### src/rtl/ex_stage_pkg.sv
// Shared constants and bundles for the 16-bit execute stage.
// Optional iterative multiplier is enabled with EX_MUL_EN.
package ex_stage_pkg;

  localparam int DW = 16;
  localparam int RW = 3;
  localparam int IW = 16;

  localparam logic [3:0] OP_ALU  = 4'h0;
  localparam logic [3:0] OP_ADDI = 4'h1;
  localparam logic [3:0] OP_LW   = 4'h2;
  localparam logic [3:0] OP_SW   = 4'h3;
  localparam logic [3:0] OP_BEQ  = 4'h4;
  localparam logic [3:0] OP_J    = 4'h5;

  localparam logic [3:0] FN_ADD = 4'd0;
  localparam logic [3:0] FN_SUB = 4'd1;
  localparam logic [3:0] FN_AND = 4'd2;
  localparam logic [3:0] FN_OR  = 4'd3;
  localparam logic [3:0] FN_XOR = 4'd4;
  localparam logic [3:0] FN_SLL = 4'd5;
  localparam logic [3:0] FN_SRL = 4'd6;
  localparam logic [3:0] FN_SRA = 4'd7;
  localparam logic [3:0] FN_SLT = 4'd8;
  localparam logic [3:0] FN_MUL = 4'd9;

  localparam int MUL_STEPS = 16;

  typedef enum logic [1:0] {
    ST_IDLE = 2'd0,
    ST_BUSY = 2'd1,
    ST_DONE = 2'd2
  } mul_state_e;

  typedef struct packed {
    logic [DW-1:0] pc;
    logic [DW-1:0] result;
    logic [DW-1:0] store_data;
    logic [RW-1:0] reg3;
    logic          result_or_mem;
    logic          mem_read;
    logic          mem_write;
    logic          reg_write;
  } ex_mem_t;

  function automatic logic [DW-1:0] sext6(
    input logic [5:0] v
  );
    return {{(DW-6){v[5]}}, v};
  endfunction

endpackage

### src/rtl/ex_mul_iter.sv
// Iterative 16-step shift-add multiplier, low 16 bits of product.
// Instantiated by ex_stage only when EX_MUL_EN is defined.
module ex_mul_iter
  import ex_stage_pkg::*;
(
  input  logic          clk_i,
  input  logic          rst_i,
  input  logic          start_i,
  input  logic [DW-1:0] a_i,
  input  logic [DW-1:0] b_i,
  output logic          busy_o,
  output logic          done_o,
  output logic [DW-1:0] product_o
);

  // The start edge already performs step 0, so BUSY
  // performs the remaining 15 and leaves on the last.
  localparam logic [3:0] LAST = 4'(MUL_STEPS - 2);

  mul_state_e    state_q;
  logic [DW-1:0] mcand_q;
  logic [DW-1:0] mplier_q;
  logic [DW-1:0] acc_q;
  logic [3:0]    cnt_q;
  logic          busy_q;
  logic          done_q;

  // Control FSM plus shift-add datapath, one step per edge.
  always_ff @(posedge clk_i or negedge rst_i) begin
    if (!rst_i) begin
      state_q  <= ST_IDLE;
      mcand_q  <= '0;
      mplier_q <= '0;
      acc_q    <= '0;
      cnt_q    <= '0;
      busy_q   <= 1'b0;
      done_q   <= 1'b0;
    end else begin
      unique case (state_q)
        ST_IDLE: begin
          if (start_i) begin
            acc_q    <= b_i[0] ? a_i : '0;
            mcand_q  <= a_i << 1;
            mplier_q <= b_i >> 1;
            cnt_q    <= '0;
            busy_q   <= 1'b1;
            state_q  <= ST_BUSY;
          end
        end
        ST_BUSY: begin
          acc_q    <= acc_q
                    + (mplier_q[0] ? mcand_q : '0);
          mcand_q  <= mcand_q << 1;
          mplier_q <= mplier_q >> 1;
          cnt_q    <= cnt_q + 4'd1;
          if (cnt_q == LAST) begin
            busy_q  <= 1'b0;
            done_q  <= 1'b1;
            state_q <= ST_DONE;
          end
        end
        ST_DONE: begin
          done_q  <= 1'b0;
          state_q <= ST_IDLE;
        end
        default: begin
          busy_q  <= 1'b0;
          done_q  <= 1'b0;
          state_q <= ST_IDLE;
        end
      endcase
    end
  end

  assign busy_o    = busy_q;
  assign done_o    = done_q;
  assign product_o = acc_q;

endmodule

### src/rtl/ex_stage.sv
// Execute stage: ALU, branch/jump resolve, EX/MEM register.
// EX_MUL_EN adds the iterative multiplier and its stall.
module ex_stage
  import ex_stage_pkg::*;
(
  input  logic          clk_i,
  input  logic          rst_i,
  input  logic [DW-1:0] ex_PC_i,
  input  logic [DW-1:0] ex_data1_i,
  input  logic [DW-1:0] ex_data2_i,
  input  logic [IW-1:0] ex_inst_i,
  input  logic [RW-1:0] ex_reg3_i,
  input  logic          ex_jump_i,
  input  logic          ex_immOrReg_i,
  input  logic          ex_branch_i,
  input  logic          ex_resultOrMem_i,
  input  logic          ex_memRead_i,
  input  logic          ex_memWrite_i,
  input  logic          ex_regWrite_i,
  output logic          stall_o,
  output logic          pc_redirect_o,
  output logic [DW-1:0] pc_target_o,
  output logic [DW-1:0] mem_PC_o,
  output logic [DW-1:0] mem_result_o,
  output logic [DW-1:0] mem_storeData_o,
  output logic [RW-1:0] mem_reg3_o,
  output logic          mem_resultOrMem_o,
  output logic          mem_memRead_o,
  output logic          mem_memWrite_o,
  output logic          mem_regWrite_o
);

  logic [3:0]    opcode;
  logic [3:0]    funct;
  logic [DW-1:0] imm;
  logic [DW-1:0] op_a;
  logic [DW-1:0] op_b;
  logic [3:0]    shamt;
  logic [DW-1:0] alu_res;
  logic          fn_valid;
  logic          stall;
  logic          taken;
  ex_mem_t       ex_mem_d;
  ex_mem_t       ex_mem_q;

  assign opcode = ex_inst_i[15:12];
  assign funct  = ex_inst_i[3:0];
  assign imm    = sext6(ex_inst_i[5:0]);
  assign op_a   = ex_data1_i;
  assign op_b   = ex_immOrReg_i ? imm : ex_data2_i;
  assign shamt  = op_b[3:0];

`ifdef EX_MUL_EN
  logic          is_mul;
  logic          mul_start;
  logic          mul_busy;
  logic          mul_done;
  logic [DW-1:0] mul_product;

  assign is_mul = (opcode == OP_ALU)
               && (funct == FN_MUL);

  // Start only from IDLE; DONE must not restart
  // while upstream still holds the same MUL.
  assign mul_start = is_mul & ~mul_busy & ~mul_done;

  ex_mul_iter u_mul (
    .clk_i     (clk_i),
    .rst_i     (rst_i),
    .start_i   (mul_start),
    .a_i       (op_a),
    .b_i       (op_b),
    .busy_o    (mul_busy),
    .done_o    (mul_done),
    .product_o (mul_product)
  );

  assign stall = rst_i & (mul_start | mul_busy);
`else
  assign stall = 1'b0;
`endif

  // ALU result and legality of the funct field.
  always_comb begin
    alu_res  = op_a + op_b;
    fn_valid = 1'b1;
    if (opcode == OP_ALU) begin
      unique case (funct)
        FN_ADD: alu_res = op_a + op_b;
        FN_SUB: alu_res = op_a - op_b;
        FN_AND: alu_res = op_a & op_b;
        FN_OR:  alu_res = op_a | op_b;
        FN_XOR: alu_res = op_a ^ op_b;
        FN_SLL: alu_res = op_a << shamt;
        FN_SRL: alu_res = op_a >> shamt;
        FN_SRA: alu_res = DW'($signed(op_a) >>> shamt);
        FN_SLT: alu_res = {{(DW-1){1'b0}},
                           $signed(op_a) < $signed(op_b)};
`ifdef EX_MUL_EN
        FN_MUL: alu_res = mul_product;
`endif
        default: begin
          alu_res  = '0;
          fn_valid = 1'b0;
        end
      endcase
    end
  end

  assign taken = ex_branch_i
              & (ex_data1_i == ex_data2_i);

  assign pc_redirect_o = rst_i & ~stall
                       & (ex_jump_i | taken);

  assign pc_target_o = ex_jump_i
    ? {ex_PC_i[15:12], ex_inst_i[11:0]}
    : ex_PC_i + 16'd1 + imm;

  assign stall_o = stall;

  // Next EX/MEM contents; stalls and bad functs become bubbles.
  always_comb begin
    ex_mem_d = '0;
    if (!stall && fn_valid) begin
      ex_mem_d.pc            = ex_PC_i;
      ex_mem_d.result        = alu_res;
      ex_mem_d.store_data    = ex_data2_i;
      ex_mem_d.reg3          = ex_reg3_i;
      ex_mem_d.result_or_mem = ex_resultOrMem_i;
      ex_mem_d.mem_read      = ex_memRead_i;
      ex_mem_d.mem_write     = ex_memWrite_i;
      ex_mem_d.reg_write     = ex_regWrite_i;
    end
  end

  // EX/MEM pipeline register.
  always_ff @(posedge clk_i or negedge rst_i) begin
    if (!rst_i) begin
      ex_mem_q <= '0;
    end else begin
      ex_mem_q <= ex_mem_d;
    end
  end

  assign mem_PC_o          = ex_mem_q.pc;
  assign mem_result_o      = ex_mem_q.result;
  assign mem_storeData_o   = ex_mem_q.store_data;
  assign mem_reg3_o        = ex_mem_q.reg3;
  assign mem_resultOrMem_o = ex_mem_q.result_or_mem;
  assign mem_memRead_o     = ex_mem_q.mem_read;
  assign mem_memWrite_o    = ex_mem_q.mem_write;
  assign mem_regWrite_o    = ex_mem_q.reg_write;

endmodule

### config.mk
export PLATFORM = sky130hd
export DESIGN_NAME = ex_stage
export DESIGN_NICKNAME = d
export VERILOG_FILES = /design/src/rtl/ex_stage_pkg.sv /design/src/rtl/ex_mul_iter.sv /design/src/rtl/ex_stage.sv
export SDC_FILE = /design/constraint.sdc
export NUM_CORES = 1
export LEC_CHECK = 0
export BUFFER_PORTS_ARGS = -buffer_cell sky130_fd_sc_hd__buf_2
export CAP_MARGIN = 20
export CORE_ASPECT_RATIO = 1.75
export CORE_MARGIN = 10
export CORE_UTILIZATION = 30
export CTS_CLUSTER_DIAMETER = 150
export DETAILED_ROUTE_END_ITERATION = 16
export HOLD_SLACK_MARGIN = 0.1
export SYNTH_ARGS = -nofsm -noshare
export SYNTH_HDL_FRONTEND = slang
export SYNTH_SLANG_ARGS = --single-unit
### constraint.sdc
create_clock -name clk_i -period 8.8 [get_ports clk_i]
set_input_delay 1.76 -clock clk_i [delete_from_list [all_inputs] [get_ports clk_i]]
set_output_delay 1.76 -clock clk_i [all_outputs]
set_load 0.05 [all_outputs]
==> flow_summary.ini <==
[drt]
vias = 7055
viasPerCell = 5.56
drc = 0
detail_route.iter0.violations = 545
wl_um = 27700
post_drt_wl_per_cell_um = 21.9
antenna_left = 0
dr.pass1.iters = 6

[worst_setup_path]
cp-end-kind = primary output
critPathRequiredTime_ps = 7040
cp_cell_sequence = buf_2 > inv_1 > ha_1 > inv_1 > fa_1 > a21o_1 > a21oi_1 > o211ai_1 > nand3_1 > a41oi_1 > a21oi_1 > or4b_2 > nand3_1 > buf_2
crit_path_top_delay_cell = or4b_2
cp.arrival_ps = 4630
start_kind = input pin
critPathBufInv = 4
path_delay_family = compound AO/OA/AOI/OAI gates
cp_max_fo = 9
path_class = in -> out
slowest_delay_ps = 620

[finish]
utilization_pct = 35.8
diodes = 0
drive_gt1_share_pct = 20.5
finalNetCount = 1118
syn2layout_area_growth_pct = 17.7
n_fill_cell = 2340
layout_common_cells = buf_2 (147), nor2_1 (82), nand2_1 (75), ha_1 (66), a21oi_1 (63)
mostFrequentLayoutCell = buf_2

[global_route]
first_global_vias = 7216
grt_use_total_pct = 18.4
grt_max_degree = 40
antenna_found_initial = 0
grt_overflow = 0
grt_pass1_wl_um = 41700

[yosys]
syn_inst = 857
synthArstFlopShare_pct = 100
synth-main-ff-cell = dfrtp_1
ys_types = 72
synth-edff-count = 0
yosysSeqAreaShare_pct = 20.5
ys.warnings.count = 0
synth_nets = 1002
ys_ff_latch = 55
netlist_area_um2 = 6720
synth.avg_cell_area_um2 = 7.84

[cts]
cts_sinks = 55
cts_tree = yes
cts-root-buf = clkbuf_16
cts.reportedPaths.clkPinSlew_ps = 80
clock_path_buffers = 2
cts_hold_buffers = 0
numCtsBuffers = 5
htreeDepth = 2
cts_resized = 0
postCtsSetupRepairBufs = 0

[worst_hold_path]
hold_class = in -> async

[timing]
fmax_mhz = 156
drv_slew = 0
tns_ps = 0
worst_pin_slew_ps = 968
hold_viol_final = 0
rsz0062_at_grt = false
finalCritPeriodShare_pct = 72.6
period_minus_slack_ps = 6390
relSlewSlack_pct = 35.3
setup_violations = 0

[run_status]
outcome = finished, final reports clean

[placement]
dpl.hpwl_um = 22100
gp_congestion = 0.979
io_buffers = 147

[die]
coreArea_um2 = 22100
die_area_um2 = 29000
io-pin-count = 149
core.rowCount = 72
die_w_um = 133
initial_utilization_pct = 30.5
die_height_um = 218

[job]
maxCapViolations = 0

[power]
p_leak_nw = 3.60
ir_worst_vdd_mv = 0.0761
p_per_area_nw_per_um2 = 142
totalPowerFinal_mw = 1.12
## flip-flops by register name, summed over array words and instances, names as in the netlist
name / flops
mem_memRead_o: 1
mem_memWrite_o: 1
mem_PC_o: 16
mem_result_o: 16
mem_regWrite_o: 1
mem_resultOrMem_o: 1
mem_reg3_o: 3
mem_storeData_o: 16
## routing by layer
layer  track usage (%)  up-vias  wire, µm
met5                 0        -         0
met4              13.4        0      1910
met3              2.95       86      1760
met2              34.6      320     14800
met1              17.5     3330      9290
li1                  -     3319         -
## cell families (layout without fill, tap and decap cells)
| logic type | count (synthesis) | in the layout | share of synthesized area (%) |
|---|---|---|---|
| AOI/OAI and AO/OA | 257 | 257 | 24.7 |
| xor gates and xnor gates | 39 | 39 | 5.08 |
| adders and majority gates | 69 | 69 | 13.2 |
| buffers and inverters | 113 | 229 | 6.76 |
| DFF | 55 | 55 | 20.5 |
| muxes | 43 | 43 | 9.98 |
| other | 1 | 1 | 0.0558 |
| and+or+nand+nor | 280 | 280 | 19.8 |
## synth_stat cells (all sizes together), types with 5 or more instances
library cell / n / area, µm²
a211oi: 9 / 67.6
a21o: 8 / 60.1
a21oi: 63 / 315
a221oi: 13 / 114
a31oi: 12 / 75.1
and2: 5 / 31.3
buf: 12 / 72.6
clkbuf: 41 / 154
dfrtp: 55 / 1380
ha: 66 / 826
inv: 59 / 224
mux2i: 24 / 265
mux4: 16 / 372
nand2: 75 / 282
nand2b: 8 / 50.1
nand3: 21 / 105
nand4: 7 / 43.8
nor2: 84 / 318
nor2b: 36 / 225
nor3: 17 / 85.1
nor4: 6 / 37.5
o211ai: 8 / 60.1
o21a: 5 / 37.5
o21ai: 64 / 320
o21bai: 6 / 45.0
o221ai: 5 / 43.8
o22ai: 18 / 113
o31ai: 5 / 37.5
or3: 5 / 31.3
xnor2: 24 / 210
xor2: 15 / 131
## stage by stage
step	hold WS [ps]	area, µm²	instances	setup slack (ps)
after detailed placement	1830	7750	1262	2400
after floorplan	1460	6720	857	2340
final	1440	7910	1269	2410
after global routing	1490	7910	1269	2180
after global placement	1820	7750	1262	2420
after CTS	1480	7910	1269	2390
## power breakdown
part | total [mW] | leakage, nW | switching [mW] | internal (mW)
combinational | 0.599 | 2.88 | 0.415 | 0.184
sequential | 0.286 | 0.645 | 0.00606 | 0.280
clock | 0.240 | 0.0759 | 0.106 | 0.133
## worst max path at each step
stage | start | endpoint | cells past startpoint
after global placement | ex_inst_i[0] | pc_target_o[14] | 14
after detailed placement | ex_inst_i[0] | pc_target_o[14] | 14
final | ex_inst_i[0] | pc_target_o[14] | 14
after CTS | ex_inst_i[0] | pc_target_o[14] | 14
after global routing | ex_inst_i[0] | pc_target_o[14] | 14
after floorplan | ex_inst_i[0] | pc_target_o[10] | 12
## layout make-up
class,instances,area (µm²),share of cell area [%]
clock inverter,2,37.5,0.474
clock buffer,5,125,1.58
timing repair buffer,162,848,10.7
tap,296,370,4.68
inverter,60,228,2.88
sequential,55,1380,17.4
multi-input combinational,689,4930,62.3
Note: power is estimated with default switching activity, not from simulation.
